$ cat config.mk
export PLATFORM = sky130hd
export DESIGN_NAME = cmd_saver
export DESIGN_NICKNAME = d
export VERILOG_FILES = /design/src/rtl/trs80_cmd_pkg.sv /design/src/rtl/cmd_saver.sv
export SDC_FILE = /design/constraint.sdc
export NUM_CORES = 1
export LEC_CHECK = 0
export BUFFER_PORTS_ARGS = -buffer_cell sky130_fd_sc_hd__buf_2
export CORE_UTILIZATION = 50
export CTS_CLUSTER_SIZE = 25
export DETAILED_ROUTE_END_ITERATION = 12
export GPL_ROUTABILITY_DRIVEN = 0
export GPL_TIMING_DRIVEN = 0
export PLACE_DENSITY = 0.71
export RECOVER_POWER = 100
export SYNTH_ARGS = -nofsm -noshare
export SYNTH_HDL_FRONTEND = slang
export SYNTH_SLANG_ARGS = --single-unit
$ cat constraint.sdc
create_clock -name clock -period 6.75 [get_ports clock]
set_clock_uncertainty 0.2 [all_clocks]
set_input_delay 1.0125 -clock clock [delete_from_list [all_inputs] [get_ports clock]]
set_output_delay 1.0125 -clock clock [all_outputs]
set_load 0.03 [all_outputs]
$ cat src/rtl/trs80_cmd_pkg.sv
// Shared definitions for the TRS-80 /CMD file path (loader and saver).
//   CMD_LOAD / CMD_XFER : record type bytes
//   FSIZE_W             : width of the total-file-size counter
//   cmd_state_t         : saver FSM states
package trs80_cmd_pkg;

    localparam logic [7:0] CMD_LOAD = 8'h01;
    localparam logic [7:0] CMD_XFER = 8'h02;
    localparam int         FSIZE_W  = 24;

    typedef enum logic [3:0] {
        IDLE,
        ARMED,
        HDR_TYPE,
        HDR_LEN,
        HDR_ALO,
        HDR_AHI,
        DATA,
        FETCH,
        XFR_TYPE,
        XFR_LEN,
        XFR_LO,
        XFR_HI
    } cmd_state_t;

endpackage

$ cat src/rtl/cmd_saver.sv
// cmd_saver: serialises a RAM range into a TRS-80 /CMD byte stream on demand.
// The stream is a series of load records followed by one transfer record.
//
// Ports:
//   clock, reset_n              system clock, async active-low reset
//   save_req                    pulse: latch start/end/exec and arm a save
//   start_addr/end_addr         inclusive RAM range to save
//   exec_addr                   entry address for the transfer record
//   file_size                   total byte count of the file (valid while busy)
//   busy / done / err           armed-or-running / final byte out / bad range
//   upload                      host upload window; its falling edge aborts
//   rd_req, rd_data, rd_wait    host byte-request handshake
//   mem_rd, mem_addr, mem_data  dedicated RAM read port (MEM_LAT cycles)
module cmd_saver
    import trs80_cmd_pkg::*;
#(
    parameter int MEM_LAT  = 2,
    parameter int BLK_LOG2 = 8
) (
    input  logic               clock,
    input  logic               reset_n,
    input  logic               save_req,
    input  logic [15:0]        start_addr,
    input  logic [15:0]        end_addr,
    input  logic [15:0]        exec_addr,
    output logic [FSIZE_W-1:0] file_size,
    output logic               busy,
    output logic               done,
    output logic               err,
    input  logic               upload,
    input  logic               rd_req,
    output logic [7:0]         rd_data,
    output logic               rd_wait,
    output logic               mem_rd,
    output logic [15:0]        mem_addr,
    input  logic [7:0]         mem_data
);

    localparam int          BLK_SIZE   = 1 << BLK_LOG2;
    localparam logic [16:0] BLK_SIZE17 = 17'(BLK_SIZE);

    cmd_state_t  state, state_nxt;
    logic [15:0] ptr;        // next RAM byte to fetch
    logic [15:0] exec_q;
    logic [16:0] remaining;  // data bytes still to emit in the whole file
    logic [8:0]  blk_left;   // data bytes still to emit in the current record
    logic [2:0]  lat_cnt;
    logic        upload_q;

    // Range arithmetic on the live inputs, consumed only when a save is armed.
    logic              range_ok;
    logic [16:0]       n_bytes;
    logic [16:0]       n_blocks;
    logic [FSIZE_W-1:0] size_calc;

    assign range_ok  = (end_addr >= start_addr);
    assign n_bytes   = {1'b0, end_addr} - {1'b0, start_addr} + 17'd1;
    assign n_blocks  = (n_bytes + 17'(BLK_SIZE - 1)) >> BLK_LOG2;
    assign size_calc = FSIZE_W'(n_bytes) + FSIZE_W'({n_blocks, 2'b00}) + FSIZE_W'(4);

    // Host abort: falling edge of the upload window while a save is live.
    logic abort;
    logic fetch_done;
    assign abort      = busy && upload_q && !upload;
    assign fetch_done = (state == FETCH) && (lat_cnt == 3'(MEM_LAT));

    // Control decoded from the state. Each state names the byte the next
    // rd_req will deliver; ARMED behaves like HDR_TYPE but needs upload=1.
    logic       load_byte, start_fetch, capture, load_rec, finish, arm, reject;
    logic [7:0] byte_nxt;

    // NOTE: every output of this block gets a default before the case so no
    // path leaves a signal unassigned, which would infer a latch.
    always_comb begin
        state_nxt   = state;
        load_byte   = 1'b0;
        byte_nxt    = 8'h00;
        start_fetch = 1'b0;
        capture     = 1'b0;
        load_rec    = 1'b0;
        finish      = 1'b0;
        arm         = 1'b0;
        reject      = 1'b0;

        if (abort) begin
            state_nxt = IDLE;
        end else begin
            case (state)
                IDLE: begin
                    if (save_req) begin
                        if (range_ok) begin
                            arm       = 1'b1;
                            state_nxt = ARMED;
                        end else begin
                            reject = 1'b1;
                        end
                    end
                    if (rd_req) load_byte = 1'b1;  // idle reads return 0x00
                end
                ARMED, HDR_TYPE: begin
                    if (rd_req && (upload || state == HDR_TYPE)) begin
                        load_byte = 1'b1;
                        byte_nxt  = CMD_LOAD;
                        load_rec  = 1'b1;
                        state_nxt = HDR_LEN;
                    end
                end
                HDR_LEN: if (rd_req) begin
                    load_byte = 1'b1;
                    byte_nxt  = blk_left[7:0] + 8'd2;  // LEN wraps mod 256
                    state_nxt = HDR_ALO;
                end
                HDR_ALO: if (rd_req) begin
                    load_byte = 1'b1;
                    byte_nxt  = ptr[7:0];
                    state_nxt = HDR_AHI;
                end
                HDR_AHI: if (rd_req) begin
                    load_byte = 1'b1;
                    byte_nxt  = ptr[15:8];
                    state_nxt = DATA;
                end
                DATA: if (rd_req) begin
                    start_fetch = 1'b1;
                    state_nxt   = FETCH;
                end
                FETCH: if (fetch_done) begin
                    capture   = 1'b1;
                    load_byte = 1'b1;
                    byte_nxt  = mem_data;
                    if (blk_left == 9'd1)
                        state_nxt = (remaining == 17'd1) ? XFR_TYPE : HDR_TYPE;
                    else
                        state_nxt = DATA;
                end
                XFR_TYPE: if (rd_req) begin
                    load_byte = 1'b1;
                    byte_nxt  = CMD_XFER;
                    state_nxt = XFR_LEN;
                end
                XFR_LEN: if (rd_req) begin
                    load_byte = 1'b1;
                    byte_nxt  = 8'h02;
                    state_nxt = XFR_LO;
                end
                XFR_LO: if (rd_req) begin
                    load_byte = 1'b1;
                    byte_nxt  = exec_q[7:0];
                    state_nxt = XFR_HI;
                end
                XFR_HI: if (rd_req) begin
                    load_byte = 1'b1;
                    byte_nxt  = exec_q[15:8];
                    finish    = 1'b1;
                    state_nxt = IDLE;
                end
                default: state_nxt = IDLE;
            endcase
        end
    end

    // NOTE: clocked state uses non-blocking assignments so every register
    // samples pre-edge values regardless of statement order.
    always_ff @(posedge clock or negedge reset_n) begin
        if (!reset_n) state <= IDLE;
        else          state <= state_nxt;
    end

    always_ff @(posedge clock or negedge reset_n) begin
        if (!reset_n) begin
            file_size <= '0;
            busy      <= 1'b0;
            done      <= 1'b0;
            err       <= 1'b0;
            rd_data   <= 8'h00;
            rd_wait   <= 1'b0;
            mem_rd    <= 1'b0;
            mem_addr  <= 16'h0000;
            ptr       <= 16'h0000;
            exec_q    <= 16'h0000;
            remaining <= 17'd0;
            blk_left  <= 9'd0;
            lat_cnt   <= 3'd0;
            upload_q  <= 1'b0;
        end else begin
            done     <= finish;
            err      <= reject;
            mem_rd   <= start_fetch;
            upload_q <= upload;

            if (load_byte) rd_data <= byte_nxt;

            if (arm) begin
                ptr       <= start_addr;
                exec_q    <= exec_addr;
                remaining <= n_bytes;
                file_size <= size_calc;
                busy      <= 1'b1;
            end else if (finish || abort) begin
                busy <= 1'b0;
            end

            if (start_fetch) begin
                rd_wait  <= 1'b1;
                mem_addr <= ptr;
                lat_cnt  <= 3'd0;
            end else begin
                if (capture || abort) rd_wait <= 1'b0;
                if (state == FETCH)   lat_cnt <= lat_cnt + 3'd1;
            end

            if (load_rec)
                blk_left <= (remaining > BLK_SIZE17) ? 9'(BLK_SIZE) : remaining[8:0];

            if (capture) begin
                remaining <= remaining - 17'd1;
                blk_left  <= blk_left - 9'd1;
                // Saturate so a range ending at 0xFFFF never wraps to 0x0000.
                if (ptr != 16'hFFFF) ptr <= ptr + 16'd1;
            end
        end
    end

endmodule

==> results.toml, run 1 <==
[logic_synthesis]
ys_ff_latch = 113
syn_inst = 928
synth.largest_area_cell = "dfrtp_1"
synth_top_area_share_pct = 36.1
synthMostInstantiatedCell = "nand2_1"
syn_area_um2 = 7820
synth_cell_types = 79
synth_warnings = 0
ys.flop_type = "dfrtp_1"
syn_area_per_cell_um2 = 8.43
ys_top_cells_by_count = "nand2_1, dfrtp_1, nor2_1"
synth_edf_count = 0
synth_area_leaders = "dfrtp_1, ha_1, nand2_1, a21oi_1, nor2_1"
ys_async_sr_fraction_pct = 100
synth.yosys.seq_area_share_pct = 36.1

[floorplanning]
die_h_um = 127
fp.coreArea_um2 = 15300
die_area_um2 = 16100
initial_core_util_pct = 51.3
rows = 45
die_w_um = 127
ios = 114

[status]
violations = "max-capacitance violations, max-slew violations"
outcome = "finished, violations left"

[clocking]
clockBufferDepth = 2
cts_tree = "done"
cts_resized = 0
cts-buffers-inserted = 17
post-cts-setup-buffer-count = 0
clkLatencyLatePin_ns = 0.42
htree_num_levels = 4
cts.sinks = 113
clk_pin_slew_worst_paths_ns = 0.05
root_buffer = "clkbuf_16"
ctsHoldBuffers = 0

[timing]
period_share_pct = 94.5
period_minus_slack_ns = 6.38
report.final.hold_viol_count = 0
setup_viol = 0
clock.fmax_mhz = 157
worst-slew-pin-transition_ns = 2.29
relSlewSlack_pct = -52.6
grt_setup_unrepaired = "false"
slew_viol_final = 92
setup_tns_ns = 0

[worst_setup_path]
critPathRequiredTime_ns = 6.84
path_class = "in -> reg"
arrival_ns = 6.47
critPathBufInv = 4
critPathLaunchType = "input pin"
path_cells = "buf_2 -> inv_1 -> ha_1 -> inv_1 -> ha_1 -> fa_1 -> a21o_1 -> a21oi_1 -> xnor2_1 -> nand3_1 -> or4_4 -> and4_1 -> buf_6 -> xor2_1 -> ha_1 -> ha_1 -> nor2b_1 -> o21ai_0 -> a21oi_1 -> o311ai_0 -> a21oi_1 -> nand2_1 -> xor2_1 -> o21ai_0"
end_kind = "register"
cp_common_cell = "ha_1"
cp_top_family = "adder cells"
crit_slowest_cell = "o311ai_0"
cp_max_fo = 6
critical-path-max-stage-delay_ns = 0.56

[power_and_ir_drop]
powerDensity_nw_per_um2 = 424
p_leak_nw = 4.35
irDropWorstVdd_v = 0.000221
power_w = 0.00389

[placement]
dpl.hpwl_mm = 16.6
io_buffers = 107

[grt]
grt_overflow = 0
grt_max_degree = 92
grt.total_usage_pct = 28.2
grt_pass1_vias = 6909
grt_pass1_wl_mm = 35.1
antenna_found_initial = 1

[cells_and_area]
drive_gt1_share_pct = 10.9
nNetsFinal = 1191
antennaDiodeCount = 0
ff_latch_area_um2 = 2830
multiInputGateArea_um2 = 4590
fin_util_pct = 60.1
fillerInstances = 1398
syn2layout_area_growth_pct = 17.2

[drt]
drc = 0
vias = 7374
drt_iter0_drc = 711
routed_wl_mm = 21.8
vias_per_cell = 5.74
post_drt_wl_per_cell_um = 17.0
dr.pass1.iters = 7
postRouteAntennaNets = 0

[job]
maxCapViolCount = 1

[hold_path]
timing.hold.worst.class = "reg -> reg"
-- metrics by stage --
step	setup WS [ns]	cells	hold slack, ns	instance area, um2
6_report	0.368	1284	0.271	9170
5_1_grt	0.00998	1284	0.286	9170
4_1_cts	0.410	1284	0.241	9270
3_5_place_dp	-0.00300	1252	0.259	8670
2_1_floorplan	0.931	933	0.241	7840
3_3_place_gp	0.0483	1251	0.255	8640
-- sequential cells by signal (all words and copies together), names as in the netlist, 3 cells and up --
register	cells
remaining	17
ptr	16
file_size	18
rd_data	8
state	4
lat_cnt	3
mem_addr	16
blk_left	9
exec_q	16
-- worst paths after layout --
check,from,to,slack (ns),cells after the start
max,start_addr[1],file_size[13]$_DFFE_PN0P_,0.37,24
min,mem_addr[4]$_DFFE_PN0P_,mem_addr[4]$_DFFE_PN0P_,0.27,2
max reg2reg,busy$_DFFE_PN0P_,remaining[7]$_DFFE_PN0P_,3.02,8
min reg2reg,mem_addr[4]$_DFFE_PN0P_,mem_addr[4]$_DFFE_PN0P_,0.27,2
max in group asynchronous,reset_n,exec_q[8]$_DFFE_PN0P_,2.84,2
min in group asynchronous,reset_n,mem_rd$_DFF_PN0_,0.64,1
-- cell usage in the layout, fill, tap and decap left out, types with 14 or more instances in the layout --
cell       instances
xnor2_1           14
xor2_1            21
o21ai_0           51
a21oi_1           55
clkbuf_1          82
ha_1              61
clkbuf_16         17
buf_2             57
inv_1             59
nand3_1           28
nor2_1            69
o211ai_1          14
dfrtp_1          113
nand2_1          191
and3_1            14
nor3_1            16
a22oi_1           20
-- kinds of logic (layout without fill, tap and decap cells) --
family	Yosys count	after routing	synth area share, %
buffers and inverters	101	241	5.39
and+or+nand+nor	384	384	23.3
xor gates and xnor gates	36	36	4.13
AOI/OAI and AO/OA	222	222	18.8
DFF	113	113	36.1
muxes	1	1	0.128
other	1	6	0.0479
adders and majority gates	70	70	12.1
-- worst register-to-register path: cells and delay by family, from the launching register on --
kind            cells  cell delay (ns)
flops               1             0.38
compound gates      2             1.02
simple gates        4             1.04
buf+inv             2             1.02
-- layer usage --
layer	global-route usage [%]	vias to the layer above	share of wire [%]
met5	0	-	0
met4	9.45	0	2.4
met3	5.61	53	7.3
met2	45.0	308	46
met1	38.4	3481	44
li1	-	3532	-
-- report_power, final --
group          internal [W]  switching, W  total, W  leakage, nW
clock network      0.000593      0.000309  0.000902        0.303
registers          0.000971      0.000258   0.00123         1.40
logic              0.000618       0.00114   0.00176         2.65
-- cell type report --
| type | instances | area share (%) |
|---|---|---|
| sequential | 113 | 30.8 |
| clock inverter | 12 | 1.51 |
| tap | 211 | 2.88 |
| multi-input combinational | 719 | 50.0 |
| clock buffer | 20 | 4.98 |
| inverter | 60 | 2.46 |
| timing repair buffer | 108 | 5.21 |
| buffer | 41 | 2.13 |
No activity file was read; power rests on OpenSTA's default activity.
==> run 2: changes to the inputs <==
--- a/config.mk
+++ b/config.mk
@@ -6,12 +6,14 @@
 export NUM_CORES = 1
 export LEC_CHECK = 0
 export BUFFER_PORTS_ARGS = -buffer_cell sky130_fd_sc_hd__buf_2
-export CORE_UTILIZATION = 50
+export CELL_PAD_IN_SITES_DETAIL_PLACEMENT = 1
+export CELL_PAD_IN_SITES_GLOBAL_PLACEMENT = 1
+export CORE_UTILIZATION = 44
 export CTS_CLUSTER_SIZE = 25
 export DETAILED_ROUTE_END_ITERATION = 12
 export GPL_ROUTABILITY_DRIVEN = 0
 export GPL_TIMING_DRIVEN = 0
-export PLACE_DENSITY = 0.71
+export PLACE_DENSITY_LB_ADDON = 0.1
 export RECOVER_POWER = 100
 export SYNTH_ARGS = -nofsm -noshare
 export SYNTH_HDL_FRONTEND = slang
==> constraint.sdc (replaced) <==
create_clock -name clock -period 6.41 [get_ports clock]
set_clock_uncertainty 0.2 [all_clocks]
set_input_delay 0.9615 -clock clock [delete_from_list [all_inputs] [get_ports clock]]
set_output_delay 0.9615 -clock clock [all_outputs]
set_load 0.03 [all_outputs]
==> run 2 against run 1 <==
Effect of this change:
- the flow still finishes with violations (max-capacitance violations, max-slew violations)
- worst hold slack improved by 0.0054 ns
- clock power is 8.0% higher
- first-iteration DRC count fell by 41%
- critical path depth is the same
- flip-flop and latch count stayed put
- non-clock buffer count unchanged
- power is 7.9% higher
- combinational power is 9% higher
- via count rose by 1.1%
- register-to-register slack worse by 0.54 ns
- critical path type unchanged
==> results.toml, run 2 (synthesis results as in run 1) <==
[floorplanning]
initial_core_util_pct = 45.1
ios = 114
die_h_um = 135
rows = 48
die_area_um2 = 18300
die_w_um = 135
fp.coreArea_um2 = 17400

[grt]
grt.total_usage_pct = 29.8
grt_pass1_wl_mm = 41.2
grt_pass1_vias = 7578
grt_max_degree = 75
antenna_found_initial = 0
grt_overflow = 0

[clocking]
clkLatencyLatePin_ns = 0.43
cts.sinks = 113
root_buffer = "clkbuf_16"
cts-buffers-inserted = 17
clk_pin_slew_worst_paths_ns = 0.06
clockBufferDepth = 2
cts_tree = "done"
htree_num_levels = 4
ctsHoldBuffers = 0

[timing]
relSlewSlack_pct = -54.7
slew_viol_final = 116
period_minus_slack_ns = 6.06
period_share_pct = 94.5
report.final.hold_viol_count = 0
layout_setup_ws_ns = 0.353
clock.fmax_mhz = 165
holdWs_ns = 0.276
setup_viol = 0
grt_setup_unrepaired = "false"
worst-slew-pin-transition_ns = 2.32

[cells_and_area]
finalNonFillerCells = 1298
reg_top3 = "file_size x18, remaining x17"
layout_commonest_cell = "nand2_1"
syn2layout_area_growth_pct = 17.6
regMostFlops = "file_size"
drive_gt1_share_pct = 10.9
largest_register_ffs = 18
nNetsFinal = 1191
finalInstanceArea_um2 = 9200
antennaDiodeCount = 0
mostFrequentLayoutCells = "nand2_1, dfrtp_1, clkbuf_1, nor2_1, ha_1"

[status]
outcome = "finished, violations left"
violations = "max-capacitance violations, max-slew violations"

[worst_setup_path]
path_class = "in -> reg"
cp_max_fo = 6
cp_common_cell = "ha_1"
critPathLaunchType = "input pin"
critical-path-max-stage-delay_ns = 0.55
crit_slowest_cell = "or4_4"
critPathRequiredTime_ns = 6.52
end_kind = "register"
path_cells = "buf_2 -> inv_1 -> ha_1 -> inv_1 -> ha_1 -> fa_1 -> a21o_1 -> a21oi_1 -> xnor2_1 -> nand3_1 -> or4_4 -> and4_1 -> buf_6 -> xor2_1 -> ha_1 -> ha_1 -> nor2b_1 -> o21ai_0 -> a21oi_1 -> o311ai_1 -> a21oi_1 -> nand2_1 -> xor2_1 -> o21ai_0"
arrival_ns = 6.17

[power_and_ir_drop]
pwr-share-comb_pct = 45.6
pwr-share-clk_pct = 23.2
p_leak_nw = 4.33
sw_frac_of_total_pct = 45.6
p_int_w = 0.00229
powerDensity_nw_per_um2 = 456
p_switching_w = 0.00191
power_frac_seq_pct = 31.2
power_w = 0.00420
irDropWorstVdd_v = 0.000240

[drt]
post_drt_wl_per_cell_um = 19.9
postRouteAntennaNets = 0
vias = 7458
vias_per_cell = 5.75
drt_iter0_drc = 418
drc = 0
dr.pass1.iters = 5
routed_wl_mm = 25.9

[placement]
dpl.hpwl_mm = 19.8
dpl_worst_slack_ns = -0.406
place_area_um2 = 8690
io_buffers = 107
numPlacedInstances = 1266

[job]
maxCapViolCount = 2

[hold_path]
timing.hold.worst.class = "reg -> reg"
## run 2: changes by cell type in the layout (fill, tap and decap cells not counted), moves of 2 or more
| cell | previous run | this run |
|---|---|---|
| clkinv_2 | 8 | 2 |
| clkinvlp_4 | 0 | 5 |
| clkbuf_8 | 2 | 0 |
| clkinv_4 | 1 | 3 |
| xor2_1 | 21 | 19 |
| xor2_2 | 0 | 2 |
## run 2: timing repair
action	in CTS	in global routing
setup buffers	0	0
setup endpoints to repair	0	5
resized for setup	0	3
## run 2: power groups by stage
stage	clock network, W	logic [W]	registers, W
2_1_floorplan	0	0.00115	0.00147
3_3_place_gp	0	0.00188	0.00130
3_5_place_dp	0	0.00194	0.00131
4_1_cts	0.000980	0.00196	0.00130
5_1_grt	0.00101	0.00212	0.00135
6_report	0.000974	0.00191	0.00131
## run 2: final cells by class
| class | count | area [um2] |
|---|---|---|
| Buffer | 41 | 195 |
| Multi-Input combinational cell | 719 | 4600 |
| Clock inverter | 13 | 164 |
| Fill cell | 2184 | 8160 |
| Clock buffer | 19 | 433 |
| Tap cell | 225 | 282 |
| Timing Repair Buffer | 108 | 478 |
| Inverter | 60 | 225 |
| Sequential cell | 113 | 2830 |
## run 2: critical path, delay by kind of cell
| family | cells | cell delay [ns] |
|---|---|---|
| buffers and inverters | 4 | 0.38 |
| XOR/XNOR | 3 | 0.51 |
| AO/OA/AOI/OAI | 7 | 1.44 |
| adder cells (fa/ha/maj) | 5 | 1.63 |
| AND/OR/NAND/NOR | 5 | 1.26 |
## run 2: routing by layer
metal	global-route usage [%]	wire length [um]	vias to the layer above
met3	4.98	1150	46
met4	14.0	1050	0
met2	50.6	12400	206
met5	0	0	-
li1	-	-	3516
met1	36.7	11200	3690
## run 2: final timing paths
| check | slack, ns | cells after the start | endpoint | from |
|---|---|---|---|---|
| max reg2reg | 2.48 | 8 | remaining[4]$_DFFE_PN0P_ | busy$_DFFE_PN0P_ |
| min | 0.28 | 2 | mem_addr[13]$_DFFE_PN0P_ | mem_addr[13]$_DFFE_PN0P_ |
| min reg2reg | 0.28 | 2 | mem_addr[13]$_DFFE_PN0P_ | mem_addr[13]$_DFFE_PN0P_ |
| max in group asynchronous | 2.13 | 2 | rd_data[6]$_DFFE_PN0P_ | reset_n |
| max | 0.35 | 24 | file_size[13]$_DFFE_PN0P_ | start_addr[1] |
| min in group asynchronous | 1.02 | 1 | mem_addr[3]$_DFFE_PN0P_ | reset_n |
## run 2: through the flow
step | util (%) | setup TNS, ns
after floorplan | - | 0
after global placement | 49.9 | -1.08
after detailed placement | 50.1 | -1.66
after CTS | 53.5 | 0
after global routing | 53.0 | 0
final | 53.0 | 0
